<file path="config.mk">
export PLATFORM = sky130hd
export DESIGN_NAME = ifu
export DESIGN_NICKNAME = d
export VERILOG_FILES = /design/src/rtl/ifu_pkg.sv /design/src/rtl/ifu.sv
export SDC_FILE = /design/constraint.sdc
export NUM_CORES = 1
export LEC_CHECK = 0
export CAP_MARGIN = 20
export CORE_ASPECT_RATIO = 1.5
export CORE_MARGIN = 4
export CORE_UTILIZATION = 39
export CTS_CLUSTER_DIAMETER = 60
export DETAILED_ROUTE_END_ITERATION = 6
export GPL_ROUTABILITY_DRIVEN = 0
export PLACE_DENSITY = 0.81
export SYNTH_ARGS = -nofsm -noshare
export SYNTH_HDL_FRONTEND = slang
export SYNTH_SLANG_ARGS = --single-unit
export TNS_END_PERCENT = 10
</file>
<file path="constraint.sdc">
create_clock -name clk_i -period 2.2 [get_ports clk_i]
set_input_delay 0.22 -clock clk_i [delete_from_list [all_inputs] [get_ports clk_i]]
set_output_delay 0.22 -clock clk_i [all_outputs]
set_load 0.02 [all_outputs]
</file>
<file path="src/rtl/ifu_pkg.sv">
// Shared definitions for the instruction fetch unit: bus widths, default reset PC
// and the fetch state encoding.
package ifu_pkg;

    localparam int          INST_W           = 32;
    localparam int          PC_W             = 64;
    localparam logic [63:0] DEFAULT_RESET_PC = 64'h0000_0000_8000_0000;

    typedef enum logic [1:0] {
        S_REQ   = 2'd0,
        S_WAIT  = 2'd1,
        S_VALID = 2'd2
    } ifu_state_e;

endpackage

</file>
<file path="src/rtl/ifu.sv">
// Instruction fetch stage: holds the PC, issues one fetch at a time over req/gnt/rvalid
// and hands {pc, inst} to decode over valid/ready. Redirects squash stale fetches.
module ifu
    import ifu_pkg::*;
#(
    parameter int               XLEN     = PC_W,
    parameter logic [XLEN-1:0]  RESET_PC = XLEN'(DEFAULT_RESET_PC)
) (
    input  logic               clk_i,
    input  logic               rst_i,
    output logic               imem_req_o,
    output logic [XLEN-1:0]    imem_addr_o,
    input  logic               imem_gnt_i,
    input  logic               imem_rvalid_i,
    input  logic [INST_W-1:0]  imem_rdata_i,
    input  logic               redirect_i,
    input  logic [XLEN-1:0]    redirect_pc_i,
    output logic               valid_o,
    input  logic               ready_i,
    output logic [XLEN-1:0]    pc_o,
    output logic [INST_W-1:0]  inst_o
);

    ifu_state_e         state_q;
    logic [XLEN-1:0]    pc_q;
    logic [INST_W-1:0]  inst_q;
    logic               kill_q;

    logic [XLEN-1:0]    redirect_tgt;
    logic [XLEN-1:0]    pc_seq;

    // Targets are forced word-aligned; sequential PC wraps naturally at 2^XLEN.
    assign redirect_tgt = redirect_pc_i & ~XLEN'(3);
    assign pc_seq       = pc_q + XLEN'(4);

    always_ff @(posedge clk_i) begin
        if (rst_i) begin
            state_q <= S_REQ;
            pc_q    <= RESET_PC;
            inst_q  <= '0;
            kill_q  <= 1'b0;
        end else begin
            case (state_q)
                S_REQ: begin
                    if (redirect_i) begin
                        pc_q <= redirect_tgt;
                    end else if (imem_gnt_i) begin
                        state_q <= S_WAIT;
                    end
                end
                S_WAIT: begin
                    if (imem_rvalid_i) begin
                        kill_q <= 1'b0;
                        if (redirect_i) begin
                            pc_q <= redirect_tgt;
                        end
                        if (kill_q || redirect_i) begin
                            state_q <= S_REQ;
                        end else begin
                            inst_q  <= imem_rdata_i;
                            state_q <= S_VALID;
                        end
                    end else if (redirect_i) begin
                        // Response still owed by memory; remember to drop it on arrival.
                        pc_q   <= redirect_tgt;
                        kill_q <= 1'b1;
                    end
                end
                S_VALID: begin
                    if (redirect_i) begin
                        pc_q    <= redirect_tgt;
                        state_q <= S_REQ;
                    end else if (ready_i) begin
                        pc_q    <= pc_seq;
                        state_q <= S_REQ;
                    end
                end
                default: state_q <= S_REQ;
            endcase
        end
    end

    // Suppress the request while redirecting so no fetch goes out with a stale address.
    assign imem_req_o  = (state_q == S_REQ) && !redirect_i;
    assign imem_addr_o = pc_q;
    assign valid_o     = (state_q == S_VALID);
    assign pc_o        = pc_q;
    assign inst_o      = inst_q;

endmodule

</file>
=== Word-level counts from Yosys, hierarchy flattened ===
Index checks and enable logic that the tools add are counted.

* Equal/unequal tests: 7
* Reductions and logical operators: 11
* Muxes and demuxes: 13
* Bitwise operators: 1
* Add/subtract/negate cells: 1

{| class="wikitable"
|+ Operators with widths
! kind !! number
|-
| 64-bit 2-to-1 mux || 3
|-
| 64-bit case mux with 2 select lines || 1
|-
| 64-bit by 3-bit adder with 64-bit output (second input constant) || 1
|-
| 2-bit 2-to-1 mux || 6
|-
| 2-bit != test (second input constant) || 3
|-
| 2-bit case mux with 3 select lines || 1
|-
| 3-bit AND reduction || 2
|-
| 4-bit AND reduction || 1
|-
| 2-bit nonzero test || 2
|-
| 3-bit by 2-bit != test with 1-bit output (second input constant) || 1
|-
| 2-bit by 1-bit equality test with 1-bit output (second input constant) || 1
|-
| 2-bit equality test (second input constant) || 1
|-
| 2-bit logical NOT || 1
|-
| 1-bit 2-to-1 mux || 2
|-
| 2-bit by 1-bit != test with 1-bit output (second input constant) || 1
|-
| 2-bit AND reduction || 1
|-
| 2-bit OR reduction || 1
|-
| 1-bit logical AND || 1
|-
| 1-bit logical NOT || 1
|-
| 1-bit logical OR || 1
|-
| 1-bit NOT || 1
|}

* Logic and storage cells: 37
* Bits in registers: 99

=== Logic depth before layout (Yosys ltp) ===
* Word-level depth: 4
* Gate-level depth with buffers: 10

=== Least setup slack after synthesis ===
No wires, ideal clock.

* Path type: register -> register
* Start point: register pc_q[2] (netlist: imem_addr_o[2])
* End point: register pc_q[56] (netlist: imem_addr_o[56])
* Stages on the path, launching flop included: 8
* Setup slack: -402 ps
* Data required time: 2084 ps
* Arrival: 2486 ps
* Period minus slack after synthesis: 2602 ps
* Setup time: 116 ps
* Path through: dfxtp_1 -> ha_1 -> and4_1 -> nand4_4 -> or3_4 -> or3b_4 -> a2111oi_2 -> and3b_1

* Longest elaborated chain between the ends: 4

{| class="wikitable"
|+ RTL lines
! what !! line !! source
|-
| start, declared || ifu.sv:25 || <nowiki>logic [XLEN-1:0] pc_q;</nowiki>
|-
| start signal, assigned || ifu.sv:46 || <nowiki>pc_q <= redirect_tgt;</nowiki>
|-
| start signal, assigned || ifu.sv:55 || <nowiki>pc_q <= redirect_tgt;</nowiki>
|-
| start signal, assigned || ifu.sv:65 || <nowiki>pc_q <= redirect_tgt;</nowiki>
|-
| 64-bit by 3-bit adder with 64-bit output || ifu.sv:34 || <nowiki>assign pc_seq = pc_q + XLEN'(4);</nowiki>
|-
| 64-bit 2-to-1 mux || ifu.sv:73 || <nowiki>end else if (ready_i) begin</nowiki>
|-
| 64-bit 2-to-1 mux || ifu.sv:70 || <nowiki>if (redirect_i) begin</nowiki>
|-
| 64-bit case mux with 2 select lines || ifu.sv:43 || <nowiki>case (state_q)</nowiki>
|}

No other way between the ends. The select of a mux whose other input is x is not followed.
A chain may end at the register's enable or synchronous reset.

=== Worst setup path after layout ===
* Start point: register pc_q[9] (netlist: imem_addr_o[9])
* End point: register pc_q[41] (netlist: imem_addr_o[41])

Same word-level chain as after synthesis.

==> flow_summary.json <==
{
  "fin_skew_ns": 0.00991,
  "critical_path_cell_count": 5,
  "yosys-top-cells-area": "dfxtp_1 (32%), nand2_1 (10%), buf_4 (8.3%)",
  "grt_max_degree": 83,
  "required_ns": 2.44,
  "worstPathArrival_ns": 2.45,
  "fin_cells": 1296,
  "post-route-period-util": 1.01,
  "placementRows": 55,
  "finalSetupViolCount": 1,
  "crit_type": "flop to flop",
  "insertion_delay_ns": 0.35,
  "synth_ff_type": "dfxtp_1",
  "fin_ws_ns": -0.0115,
  "hold_depth": 2,
  "drv_cap": 0,
  "path_clk_slew_ns": 0.08,
  "p_clk_frac": 0.358,
  "netlist_area_um2": 6030,
  "initial_utilization": 0.399,
  "antenna_found_initial": 1,
  "dr.pass1.iters": 5,
  "p_sw_w": 0.00151,
  "setup.worst_path.end_class": "flop",
  "vias": 7442,
  "worst-path-max-fanout": 5,
  "violations": "setup timing",
  "clockRootBuffer": "clkbuf_16",
  "syn_inst": 825,
  "mostFrequentLayoutCells": "clkdlybuf4s50_1 (256), nand2_1 (160), buf_4 (111)",
  "p_seq_frac": 0.401,
  "worst_pin_slew_ns": 0.714,
  "drcViolationCount": 0,
  "combPwrFrac": 0.241,
  "path_delay_family": "simple AND/OR/NAND/NOR gates",
  "finalWirelength_um": 23700,
  "drtIter0Drc": 539,
  "fin_area_um2": 9570,
  "path_cells": "nand4_2, or4_4, or2_4, or4_1, a32o_1",
  "grt_pass1_vias": 7374,
  "cts_buffers": 9,
  "clock_sinks": 97,
  "place_inst": 1278,
  "layout.nets": 1194,
  "wire_per_inst_um": 18.3,
  "synth_warnings": 0,
  "yosys.area.top_type_share": 0.322,
  "htreeDepth": 3,
  "die_w_um": 110,
  "synth_edf_count": 0,
  "ir_worst_vdd_uv": 383,
  "slew_headroom": 0.522,
  "critical-path-max-stage-delay_ns": 0.55,
  "cp.buffers_inverters": 0,
  "dpl_worst_slack_ns": -0.168,
  "cp_slowest_cell": "or4_4",
  "dieArea_um2": 17600,
  "max_freq_mhz": 452,
  "core_um2": 15100,
  "p_sw_frac": 0.315,
  "dpl.hpwl_um": 17600,
  "finalCriticalPeriod_ns": 2.21,
  "final_common_cell": "clkdlybuf4s50_1",
  "grtUsageTotal": 0.263,
  "ys_seq_elements": 97,
  "netlist-cell-type-count": 72,
  "die_y_um": 160,
  "status": "finished, violations left",
  "utilization": 0.632,
  "drive_gt1_frac": 0.173,
  "critPathLaunchType": "flop",
  "hold_viol_final": 0,
  "synth_top_cell_by_area": "dfxtp_1",
  "rsz0062_at_grt": "true",
  "min_path_type": "primary input to flop",
  "avgSynthCellArea_um2": 7.31,
  "ys_seq_area_frac": 0.322,
  "grt_overflow": 0,
  "reg2reg_depth": 5,
  "clockBufferDepth": 2,
  "area_delta_synth_final_pct": 58.6,
  "via_per_inst": 5.74,
  "report.final.slew_viol_count": 0,
  "cellLeakagePower_nw": 3.51,
  "powerDensity_nw_per_um2": 499,
  "ant_nets": 0,
  "grt_pass1_wl_um": 37200,
  "postPlaceCellArea_um2": 9170,
  "cts_tree": "yes",
  "io_buffers": 257,
  "p_int_w": 0.00327,
  "synthArstFlopShare": 0,
  "io_pins": 264
}
[state kept, by name, summed over array words and instances (netlist names)]
signal	flops
imem_addr_o	62
inst_o	32
kill_q	1
state_q	2
[path summary, 6_finish.rpt]
kind | start | end | slack (ns)
worst min-delay path | rst_i | imem_addr_o[48]$_SDFFE_PP0P_ | 0.12
worst max-delay path | imem_addr_o[9]$_SDFFE_PP0P_ | imem_addr_o[41]$_SDFFE_PP0P_ | -0.01
worst max register to register | imem_addr_o[9]$_SDFFE_PP0P_ | imem_addr_o[41]$_SDFFE_PP0P_ | -0.01
worst min register to register | inst_o[3]$_SDFFE_PP0P_ | inst_o[3]$_SDFFE_PP0P_ | 0.46
[per-layer routing]
| metal | part of all wire | track usage | vias up |
|---|---|---|---|
| li1 | - | - | 3468 |
| met1 | 0.36 | 0.302 | 3497 |
| met2 | 0.52 | 0.460 | 390 |
| met3 | 0.075 | 0.0470 | 87 |
| met4 | 0.044 | 0.125 | 0 |
| met5 | 0 | 0 | - |
[logic make-up (layout without fill, tap and decap cells)]
kind of cell             Yosys count  in the layout  synth area share
adder cells (fa/ha/maj)            1              1           0.00207
AND/OR/NAND/NOR                  379            379             0.308
AO/OA/AOI/OAI                    204            204             0.216
multiplexers                      14             14            0.0236
other                              1              5          0.000622
flip-flops                        97             97             0.322
buffers and inverters            129            397             0.128
[final cells by class]
class	instances	area, µm²
fillers	1313	5570
repair buffers	375	3540
multi-input cells	602	3440
flip-flops and latches	97	1990
well taps	199	249
clock buffers	9	225
clock inverters	7	98.8
inverters	6	22.5
diodes	1	2.50
[worst register-to-register path, delay by kind of cell, from the launching register on]
kind	cells	cell delay, ns
simple gates	4	1.46
flops	1	0.37
compound gates	1	0.26
[power groups by stage]
stage	Combinational (W)	Sequential (W)	Clock, W
2_1_floorplan	0.000439	0.00207	0
3_3_place_gp	0.00113	0.00195	0
3_5_place_dp	0.00114	0.00195	0
4_1_cts	0.00115	0.00191	0.00174
5_1_grt	0.00122	0.00192	0.00180
6_report	0.00115	0.00191	0.00171
[what timing repair did]
| action | 4_1_cts | 5_1_grt |
|---|---|---|
| endpoints found under the hold margin | 0 | 0 |
| gates resized for setup | 6 | 7 |
| hold buffers | 0 | 0 |
| pin swaps | 0 | 2 |
| setup buffers | 0 | 1 |
| setup endpoints to repair | 6 | 17 |
[through the flow]
stage / hold slack (ns) / total power, W / TNS, ns
floorplan: 0.317 / 0.00250 / -0.221
global placement: 0.441 / 0.00308 / -0.406
detailed placement: 0.446 / 0.00309 / -1.09
CTS: 0.104 / 0.00479 / -0.00791
global route: 0.123 / 0.00494 / -0.363
finish: 0.121 / 0.00477 / -0.0115
[Yosys cell counts (all sizes together) (6+ instances only)]
cell type,n
a21oi,74
and4,6
and3,12
nand3,40
dfxtp,97
a211oi,6
or4,10
nor2,47
nand4,32
a22oi,13
nand2,160
nor4,16
or3,8
a31oi,13
clkbuf,48
mux2i,12
and2,6
o22ai,13
nor3,24
buf,75
inv,6
o31ai,11
o21ai,33
(Power assumes the default switching activity.)
